$ cat config.mk
export PLATFORM = sky130hd
export DESIGN_NAME = fwd_hazard_unit
export DESIGN_NICKNAME = d
export VERILOG_FILES = /design/src/rtl/fwd_hazard_unit.sv
export SDC_FILE = /design/constraint.sdc
export NUM_CORES = 1
export LEC_CHECK = 0
export ABC_AREA = 1
export CAP_MARGIN = 20
export CORE_ASPECT_RATIO = 1.25
export CORE_UTILIZATION = 40
export DETAILED_ROUTE_END_ITERATION = 10
export PLACE_DENSITY = 0.68
export SLEW_MARGIN = 20
export SYNTH_ARGS = -nofsm -noshare
export SYNTH_HDL_FRONTEND = slang
export SYNTH_SLANG_ARGS = --single-unit
$ cat constraint.sdc
create_clock -name clk -period 5.4 [get_ports clk]
set_clock_uncertainty 0.1 [all_clocks]
set_input_delay 1.08 -clock clk [delete_from_list [all_inputs] [get_ports clk]]
set_output_delay 1.08 -clock clk [all_outputs]
set_load 0.01 [all_outputs]
$ cat src/rtl/fwd_hazard_unit.sv
// Operand forwarding and hazard control: a FWD_DEPTH-deep write history feeds
// per-source forwarding, plus load-use stall, store stall and branch flush windows.
module fwd_hazard_unit #(
  parameter int DATA_W    = 32,
  parameter int REG_AW    = 5,
  parameter int NUM_SRC   = 2,
  parameter int FWD_DEPTH = 3,
  parameter int STORE_CYC = 1,
  parameter int FLUSH_CYC = 2
) (
  input  logic                      clk,
  input  logic                      rst_n,
  input  logic                      ex_wr_en,
  input  logic [REG_AW-1:0]         ex_wr_dst,
  input  logic [DATA_W-1:0]         ex_wr_data,
  input  logic                      ex_is_load,
  input  logic [DATA_W-1:0]         mem_rd_data,
  input  logic [NUM_SRC*REG_AW-1:0] src_tag,
  output logic [NUM_SRC-1:0]        src_fwd_sel,
  output logic [NUM_SRC*DATA_W-1:0] src_fwd_data,
  input  logic                      store_req,
  input  logic                      branch_taken,
  output logic                      stall,
  output logic                      flush
);

  localparam int CW = 4;

  logic [FWD_DEPTH-1:0] h_valid_r;
  logic [FWD_DEPTH-1:0] h_pend_r;
  logic [REG_AW-1:0]    h_dst_r  [FWD_DEPTH];
  logic [DATA_W-1:0]    h_data_r [FWD_DEPTH];
  logic [CW-1:0]        st_cnt_r;
  logic [CW-1:0]        fl_cnt_r;

  logic [NUM_SRC-1:0]        hit_s;
  logic [NUM_SRC-1:0]        fwd_sel_s;
  logic [NUM_SRC*DATA_W-1:0] fwd_data_s;
  logic                      load_use_s;
  logic                      flush_s;
  logic                      stall_s;

  // Youngest-first lookup per source; a pending youngest hit means load-use.
  always_comb begin
    hit_s      = '0;
    fwd_sel_s  = '0;
    fwd_data_s = '0;
    load_use_s = 1'b0;
    for (int s = 0; s < NUM_SRC; s++) begin
      for (int i = 0; i < FWD_DEPTH; i++) begin
        if (!hit_s[s] && h_valid_r[i] &&
            (src_tag[s*REG_AW +: REG_AW] != '0) &&
            (h_dst_r[i] == src_tag[s*REG_AW +: REG_AW])) begin
          hit_s[s] = 1'b1;
          if (h_pend_r[i]) begin
            load_use_s = 1'b1;
          end else begin
            fwd_sel_s[s]                     = 1'b1;
            fwd_data_s[s*DATA_W +: DATA_W]   = h_data_r[i];
          end
        end else begin
          hit_s[s] = hit_s[s];
        end
      end
    end
  end

  assign flush_s      = (fl_cnt_r != '0);
  assign stall_s      = (load_use_s | (st_cnt_r != '0)) & ~flush_s;
  assign stall        = stall_s;
  assign flush        = flush_s;
  assign src_fwd_sel  = fwd_sel_s;
  assign src_fwd_data = fwd_data_s;

  // Write history shift register; a pending load picks up RAM data as it ages.
  always_ff @(posedge clk or negedge rst_n) begin
    if (!rst_n) begin
      h_valid_r <= '0;
      h_pend_r  <= '0;
      for (int i = 0; i < FWD_DEPTH; i++) begin
        h_dst_r[i]  <= '0;
        h_data_r[i] <= '0;
      end
    end else begin
      if (stall_s || flush_s) begin
        h_valid_r[0] <= 1'b0;
        h_pend_r[0]  <= 1'b0;
        h_dst_r[0]   <= '0;
        h_data_r[0]  <= '0;
      end else begin
        h_valid_r[0] <= ex_wr_en;
        h_pend_r[0]  <= ex_is_load & ex_wr_en;
        h_dst_r[0]   <= ex_wr_dst;
        h_data_r[0]  <= ex_wr_data;
      end
      for (int i = 1; i < FWD_DEPTH; i++) begin
        h_valid_r[i] <= h_valid_r[i-1];
        h_pend_r[i]  <= 1'b0;
        h_dst_r[i]   <= h_dst_r[i-1];
        h_data_r[i]  <= h_pend_r[i-1] ? mem_rd_data : h_data_r[i-1];
      end
    end
  end

  // Store window: non-extending, and a store racing a taken branch is dropped.
  always_ff @(posedge clk or negedge rst_n) begin
    if (!rst_n) begin
      st_cnt_r <= '0;
    end else if (st_cnt_r != '0) begin
      st_cnt_r <= st_cnt_r - 4'd1;
    end else if (store_req && !branch_taken) begin
      st_cnt_r <= CW'(STORE_CYC);
    end else begin
      st_cnt_r <= '0;
    end
  end

  // Flush window: every taken branch restarts it.
  always_ff @(posedge clk or negedge rst_n) begin
    if (!rst_n) begin
      fl_cnt_r <= '0;
    end else if (branch_taken) begin
      fl_cnt_r <= CW'(FLUSH_CYC);
    end else if (fl_cnt_r != '0) begin
      fl_cnt_r <= fl_cnt_r - 4'd1;
    end else begin
      fl_cnt_r <= '0;
    end
  end

endmodule

* Word level (Yosys, flattened, before mapping)
Index checks and enable logic that the tools add are counted.
** Cells by class
- Add/sub/neg operators :: 2
- Multipliers :: 0
- Div/mod/pow operators :: 0
- Order comparisons :: 0
- Equality and inequality tests :: 6
- Shift-type cells :: 0
- Multiplexer cells :: 31
- Bitwise gates (word level) :: 4
- Reduce and logical (&&, ||, !) cells :: 27
** Operator list (count)
- 32-bit 2-to-1 mux :: 9
- 5-bit == test :: 6
- 1-bit 2-to-1 mux :: 18
- 1-bit logical AND :: 17
- 4-bit 2-to-1 mux :: 3
- 5-bit nonzero test :: 2
- 4-bit nonzero test :: 2
- 4-bit by 1-bit subtractor with 4-bit output, second input constant :: 2
- 1-bit logical NOT :: 5
- 5-bit 2-to-1 mux :: 1
- 1-bit AND :: 2
- 1-bit logical OR :: 1
- 1-bit inverter :: 1
- 1-bit bitwise OR :: 1
** Storage, ports and cells
- Register bits :: 123
- Latch bits :: 0
- Bits in writable memories :: 0
- ROM bits :: 0
- Bits of input ports :: 85
- Output and inout bits :: 68
- Word-level logic and storage cells :: 80
- Memories kept :: 0

* Longest topological paths before layout
Gate-level depths: netlist (run 1).
- Word-level depth :: 14
- Mapped depth :: 13
- Mapped depth without buffers :: 12

* Worst setup path after synthesis (run 1)
Ideal clock, no wire load.
- Kind :: input -> output
- From :: in src_tag[8]
- To :: out src_fwd_sel[1]
- Arrival :: 2117 ps
- Required time :: 4220 ps
- Setup slack :: 2103 ps
- Cell stages on the path :: 8
- Path buffers :: 2
- Cell sequence :: inv_1 > a21oi_1 > nand2_1 > nor2_1 > nand2_2 > buf_4 > buf_2 > o21ai_0
** On the way
- Longest elaborated chain between the ends :: 14
- Elaborated cells on any way between the ends :: 19
- Those cells by class :: eq/ne (3); mux (5); reduce/logical (11)
** Ends and longest elaborated chain
- start: declaration :: RTL line 18 : input logic [NUM_SRC*REG_AW-1:0] src_tag,
- 5-bit nonzero test :: RTL line 52 : (src_tag[s*REG_AW +: REG_AW] != '0) &&
- 1-bit logical AND :: RTL line 51 : if (!hit_s[s] && h_valid_r[i] &&
- 1-bit logical AND :: RTL line 52
- 1-bit 2-to-1 mux :: RTL line 51
- 1-bit logical NOT :: RTL line 51
- 1-bit logical AND (2 in series) :: RTL line 51
- 1-bit logical AND :: RTL line 52
- 1-bit 2-to-1 mux :: RTL line 51
- 1-bit logical NOT :: RTL line 51
- 1-bit logical AND (2 in series) :: RTL line 51
- 1-bit logical AND :: RTL line 52
- 1-bit 2-to-1 mux (*) :: RTL line 51
- end: declaration :: RTL line 19 : output logic [NUM_SRC-1:0] src_fwd_sel,
Mark *: on every way between the ends. The rest lies on a longest branch, timed or not.

* Worst setup path after layout (run 1)
- From :: in src_tag[4]
- To :: out src_fwd_data[31]
** On the way
- Longest elaborated chain between the ends :: 14
- Elaborated cells on any way between the ends :: 19
- Those cells by class :: eq/ne (3); mux (5); reduce/logical (11)
** Ends and longest elaborated chain
- 5-bit nonzero test :: RTL line 52
- 1-bit logical AND :: RTL line 51
- 1-bit logical AND :: RTL line 52
- 1-bit 2-to-1 mux :: RTL line 51
- 1-bit logical NOT :: RTL line 51
- 1-bit logical AND (2 in series) :: RTL line 51
- 1-bit logical AND :: RTL line 52
- 1-bit 2-to-1 mux :: RTL line 51
- 1-bit logical NOT :: RTL line 51
- 1-bit logical AND (2 in series) :: RTL line 51
- 1-bit logical AND :: RTL line 52
- 32-bit 2-to-1 mux (*) :: RTL line 51
- end: declaration :: RTL line 20 : output logic [NUM_SRC*DATA_W-1:0] src_fwd_data,
Marks and branches as above.

==> results of run 1 <==
[kinds of logic (layout without fill, tap and decap cells)]
family	Yosys count	after routing	share of synthesized area [%]
flops	123	123	46.8
simple gates	549	549	36.6
xor+xnor	10	10	1.33
compound gates	21	21	1.92
buf+inv	213	365	13.4
[placed cells by master (no fill, tap or decap), drive strengths merged]
cell,Yosys,layout
o22ai,2,2
o21a,1,1
bufinv,0,4
o21ai,8,8
nand4,70,70
nand3b,1,1
clkinv,1,4
buf,38,18
clkdlybuf4s50,0,151
inv,164,164
nand3,70,70
nand2,342,342
o211ai,2,2
clkbuf,10,24
xor2,4,4
nor3,3,3
a21oi,8,8
or2,1,1
xnor2,6,6
nor2,62,62
dfrtp,123,123
[state kept, by name, summed over array words and instances (netlist names)]
| register | flops |
|---|---|
| fl_cnt_r | 4 |
| h_pend_r | 1 |
| h_data_r | 96 |
| h_valid_r | 3 |
| h_dst_r | 15 |
| st_cnt_r | 4 |
[Yosys cell counts (3+ instances only)]
cell and count:
nand2_1 338, inv_1 157, dfrtp_1 123, nand3_1 70, nand4_1 70, nor2_1 39
buf_2 32, nor2_2 23, clkbuf_1 10, a21oi_1 7, inv_2 7, o21ai_0 7
xnor2_1 6, buf_6 5, xor2_1 4, nor3_1 3
[stage by stage]
stage,instance area (um2),power (uW),std cells,util [%]
after detailed placement,8310,1460,1253,51.5
final,8940,2670,1284,55.4
after global routing,8940,2780,1284,55.4
after floorplan,6580,1300,916,-
after global placement,8310,1450,1253,51.5
after CTS,8940,2690,1284,55.4
[routing by layer]
layer,track usage [%],vias up,share of wire (%)
li1,-,3086,-
met1,30.9,2960,42
met2,40.5,216,51
met3,3.37,52,5.1
met4,10.7,0,2.7
met5,0,-,0
[power by group through the flow]
stage	sequential [uW]	clock, uW	combinational (uW)
detailed placement	1140	0	322
finish	1120	1220	321
global route	1140	1280	365
floorplan	1110	0	185
CTS	1120	1240	324
global placement	1130	0	319
[layout make-up]
class	instances	area (um2)	share of cell area, %
Sequential cell	123	3080	34.4
Multi-Input combinational cell	580	2650	29.6
Clock inverter	7	135	1.51
Inverter	165	619	6.93
Tap cell	216	270	3.02
Timing Repair Buffer	169	1690	18.9
Clock buffer	24	502	5.61
[worst max-delay path: stages]
cell	delay, ps
clkdlybuf4s50_1	510
nor2_1	180
nand2_1	60
nor2_1	110
nor2_2	70
nand2_4	170
buf_4	570
nand3_1	140
nand2_1	90
inv_1	40
nand2_1	80
clkdlybuf4s50_1	540
[how the worst max path moves through the flow]
stage	endpoint	slack [ps]	cells after the start
floorplan	src_fwd_sel[1]	2100	8
global placement	src_fwd_data[31]	600	12
detailed placement	src_fwd_data[12]	560	12
CTS	src_fwd_data[12]	560	12
global route	src_fwd_data[24]	370	12
finish	src_fwd_data[31]	530	12
==> results.json, run 1 <==
{
  "outcome": "finished, final reports clean",
  "power.share.combinational_pct": 12.0,
  "die_w_um": 117,
  "ctsHoldBuffers": 0,
  "antenna_cells": 0,
  "arrival_ps": 3690,
  "finalSetupViolations": 0,
  "synth_cell_type_count": 27,
  "hold_ws_ps": 272,
  "ant_nets": 0,
  "grt_max_degree": 78,
  "syn-cell-area_um2": 6580,
  "startpoint": "src_tag[4]",
  "pre_cts_ws_ps": 556,
  "post_cts.repair.setup_buffers": 0,
  "p_int_uw": 2000,
  "clkSinkCount": 123,
  "maxSlewViolCount": 0,
  "finalWorstPathRequiredPeriod_ps": 4870,
  "maxCapViolations": 0,
  "nNetsFinal": 1141,
  "synth.largest_area_cell": "dfrtp_1",
  "cts_buffers": 17,
  "drc_errors": 0,
  "fin_ws_ps": 525,
  "n_fill_cell": 1553,
  "criticalPathCategory": "input pin to primary output",
  "hold_end": "h_valid_r[1]$_DFF_PN0_",
  "rsz0062_at_grt": "no",
  "yosys_warnings": 0,
  "drt_iter0_markers": 427,
  "end_kind": "primary output",
  "syn2layout_area_growth_pct": 35.8,
  "power.density_nw_per_um2": 298,
  "clk_latency_ps": 410,
  "cts_max_path_buffers": 2,
  "synth_cells": 916,
  "start_util_pct": 40.8,
  "synth_edf_count": 0,
  "syn-num-nets": 1001,
  "ys_ff_latch": 123,
  "r2r-end": "h_data_r[86]$_DFF_PN0_",
  "wire_per_inst_um": 15.0,
  "timing.setup.tns_ps": 0,
  "switching_share_pct": 25.0,
  "gp_congestion": 0.903,
  "p_sw_uw": 667,
  "cts_resized": 0,
  "netlist_top_cells_area": "dfrtp_1 47%, nand2_1 19%, inv_1 9.0%, nand4_1 6.7%, nand3_1 5.3%",
  "min_path_type": "flop to flop",
  "synth-main-ff-cell": "dfrtp_1",
  "ys_seq_area_share_pct": 46.8,
  "r2r_setup_slack_ps": 3080,
  "io_buffer_count": 152,
  "max-vdd-ir-drop_mv": 0.176,
  "vias": 6314,
  "drive_gt1_share_pct": 8.05,
  "worstMarginPinSlew_ps": 743,
  "grt_usage_pct": 24.2,
  "timing.rr.start": "h_dst_r[13]$_DFF_PN0_",
  "leakagePower_uw": 0.00491,
  "vias_per_cell": 4.92,
  "max_freq_mhz": 205,
  "hpwl_um": 12600,
  "hp-start": "h_valid_r[0]$_DFF_PN0_",
  "cts_tree": "done",
  "cts_root_buf": "clkbuf_16",
  "std_cell_rows": 52,
  "grt_pass1_wl_um": 31300,
  "synthArstFlopShare_pct": 100,
  "cts.reportedPaths.clkPinSlew_ps": 50,
  "pwr-share-seq_pct": 42.1,
  "grt_overflow": 0,
  "grt_pass1_vias": 6129,
  "hold_depth": 0,
  "relSlewSlack_pct": 50.5,
  "path_max_fanout": 57,
  "r2r_cells": 12,
  "ioPinCount": 153,
  "start_kind": "input pin",
  "fin_crit_sh_pct": 90.3,
  "routed_wirelength_um": 19300,
  "antenna_found_initial": 0,
  "dieHeight_um": 145,
  "synth_top_area_share_pct": 46.8,
  "avgSynthCellArea_um2": 7.19,
  "power_frac_clock_pct": 45.8,
  "dieArea_um2": 17000,
  "core_area_um2": 16100,
  "first_pass_iters": 5,
  "hold_violations": 0,
  "required_ps": 4220,
  "cts_htree_levels": 4
}
No activity file was read; power rests on OpenSTA's default activity.
==> run 2, diff against run 1 <==
--- a/config.mk
+++ b/config.mk
@@ -6,7 +6,6 @@
 export NUM_CORES = 1
 export LEC_CHECK = 0
 export ABC_AREA = 1
-export CAP_MARGIN = 20
 export CORE_ASPECT_RATIO = 1.25
 export CORE_UTILIZATION = 40
 export DETAILED_ROUTE_END_ITERATION = 10
==> results of run 2 <==
Same layout as run 1: the final DEF is identical, and so are final timing and power.
==> run 3, diff against run 2 <==
--- a/config.mk
+++ b/config.mk
@@ -7,9 +7,12 @@
 export LEC_CHECK = 0
 export ABC_AREA = 1
 export CORE_ASPECT_RATIO = 1.25
+export CORE_MARGIN = 2
 export CORE_UTILIZATION = 40
 export DETAILED_ROUTE_END_ITERATION = 10
-export PLACE_DENSITY = 0.68
+export DONT_BUFFER_PORTS = 1
+export HOLD_SLACK_MARGIN = 0.15
+export PLACE_DENSITY = 0.56
 export SLEW_MARGIN = 20
 export SYNTH_ARGS = -nofsm -noshare
 export SYNTH_HDL_FRONTEND = slang
==> run 3 against run 2 <==
  * Non-clock buffer count fell by 160
  * Power is 6.4% lower
  * Sequential power about the same
  * Utilization shrank 10 points
  * Register-to-register slack got worse by 280 ps
  * Critical path depth is the same
  * Largest cell class unchanged
  * Critical endpoint is now src_fwd_data[63]
==> results.json, run 3 (synthesis gave the netlist of run 1 again) <==
{
  "outcome": "finished, final reports clean",
  "rsz0062_at_grt": "no",
  "cts_resized": 0,
  "grt_max_degree": 124,
  "start_kind": "input pin",
  "wire_per_inst_um": 16.0,
  "criticalPathCategory": "input pin to primary output",
  "grt_pass1_wl_um": 29600,
  "core_area_um2": 16100,
  "io_buffer_count": 0,
  "grt_overflow": 0,
  "ioPinCount": 153,
  "leakagePower_uw": 0.00427,
  "r2r-end": "h_data_r[81]$_DFF_PN0_",
  "clkSinkCount": 123,
  "nNetsFinal": 981,
  "r2r_setup_slack_ps": 2800,
  "dieArea_um2": 17500,
  "maxSlewViolCount": 0,
  "first_pass_iters": 5,
  "clk_latency_ps": 410,
  "power.density_nw_per_um2": 343,
  "finalWorstPathRequiredPeriod_ps": 3990,
  "vias_per_cell": 4.91,
  "cts.reportedPaths.clkPinSlew_ps": 60,
  "worstMarginPinSlew_ps": 893,
  "gp_congestion": 0.878,
  "arrival_ps": 2810,
  "max_freq_mhz": 250,
  "antenna_cells": 0,
  "drive_gt1_share_pct": 8.80,
  "cts_max_path_buffers": 2,
  "cts_buffers": 17,
  "die_w_um": 119,
  "antenna_found_initial": 0,
  "largest_reg_flops": 96,
  "place_area_um2": 6690,
  "layout_common_cells": "338 x nand2_1, 157 x inv_1, 122 x dfrtp_1",
  "syn2layout_area_growth_pct": 10.7,
  "drc_errors": 0,
  "path_max_fanout": 68,
  "hpwl_um": 11400,
  "layout_commonest_cell": "nand2_1",
  "drt_iter0_markers": 288,
  "cts_tree": "done",
  "top_register": "h_data_r",
  "top_regs": "h_data_r: 96 flops, h_dst_r: 15 flops",
  "timing.rr.start": "h_dst_r[13]$_DFF_PN0_",
  "end_kind": "primary output",
  "dieHeight_um": 147,
  "grt_usage_pct": 21.7,
  "final_area_um2": 7290,
  "maxCapViolations": 0,
  "cts_root_buf": "clkbuf_16",
  "ctsHoldBuffers": 0,
  "grt_pass1_vias": 5550,
  "relSlewSlack_pct": 40.3,
  "ant_nets": 0,
  "start_util_pct": 40.8,
  "fin_crit_sh_pct": 74.0,
  "max-vdd-ir-drop_mv": 0.246,
  "fin_ws_ps": 1410,
  "cts_htree_levels": 4,
  "hold_violations": 0,
  "finalSetupViolations": 0,
  "r2r_cells": 12,
  "vias": 5528,
  "post_cts.repair.setup_buffers": 0,
  "min_path_type": "input pin to asynchronous set/reset pin",
  "routed_wirelength_um": 18000,
  "pre_cts_ws_ps": 1370,
  "std_cell_rows": 52,
  "required_ps": 4220,
  "timing.setup.tns_ps": 0
}
## run 3: cell types whose count changed in the layout (fill, tap and decap cells not counted)
| cell | previous run | this run |
|---|---|---|
| clkinv_2 | 3 | 4 |
| clkbuf_1 | 2 | 0 |
| clkinvlp_4 | 0 | 4 |
| buf_6 | 1 | 0 |
| clkdlybuf4s50_1 | 151 | 0 |
| buf_12 | 3 | 0 |
| clkbuf_8 | 5 | 0 |
| bufinv_16 | 4 | 3 |
| inv_6 | 0 | 1 |
| clkinv_4 | 0 | 3 |
| buf_4 | 14 | 9 |
## run 3: worst max path at each step
| stage | start | end | cells after the start |
|---|---|---|---|
| 3_5_place_dp | src_tag[5] | src_fwd_data[63] | 12 |
| 5_1_grt | src_tag[5] | src_fwd_data[32] | 12 |
| 2_1_floorplan | src_tag[8] | src_fwd_sel[1] | 8 |
| 4_1_cts | src_tag[5] | src_fwd_data[63] | 12 |
| 3_3_place_gp | src_tag[5] | src_fwd_data[32] | 12 |
| 6_report | src_tag[5] | src_fwd_data[63] | 12 |
## run 3: final cells by class
class | instances | area [um2]
Clock buffer | 17 | 425
Timing Repair Buffer | 9 | 67.6
Fill cell | 1693 | 8850
Clock inverter | 15 | 175
Multi-Input combinational cell | 580 | 2650
Inverter | 165 | 619
Tap cell | 216 | 270
Sequential cell | 123 | 3080
## run 3: power breakdown
group          internal, uW  total (uW)  switching, uW
Sequential             1040        1120           75.4
Combinational          66.9         221            154
Clock                   724        1160            433
## run 3: critical path, stage by stage
cell     delay (ps)
nor2_1          140
nand2_1          70
nor2_1           80
nor2_1           50
nand2_2          70
buf_4           590
inv_1            80
buf_4           290
nand3_1         120
nand2_1          60
inv_1            60
nand2_1         110
## run 3: routing by layer
| layer | routed length (um) | up-vias | GRT usage (%) | part of all wire (%) |
|---|---|---|---|---|
| met5 | 0 | - | 0 | 0 |
| met3 | 1100 | 18 | 5.98 | 6.1 |
| met4 | 274 | 0 | 6.73 | 1.5 |
| met1 | 7680 | 2570 | 27.1 | 43 |
| li1 | - | 2775 | - | - |
| met2 | 8980 | 165 | 36.4 | 50 |
## run 3: stage by stage
stage                     total power (uW)  hold slack (ps)  util, %  instances
after floorplan                       1300              254        -        916
after global placement                1360              260     41.4       1093
after detailed placement              1360              279     41.4       1093
after CTS                             2530              239     45.2       1125
after global routing                  2610              235     45.2       1125
final                                 2500              262     45.2       1125
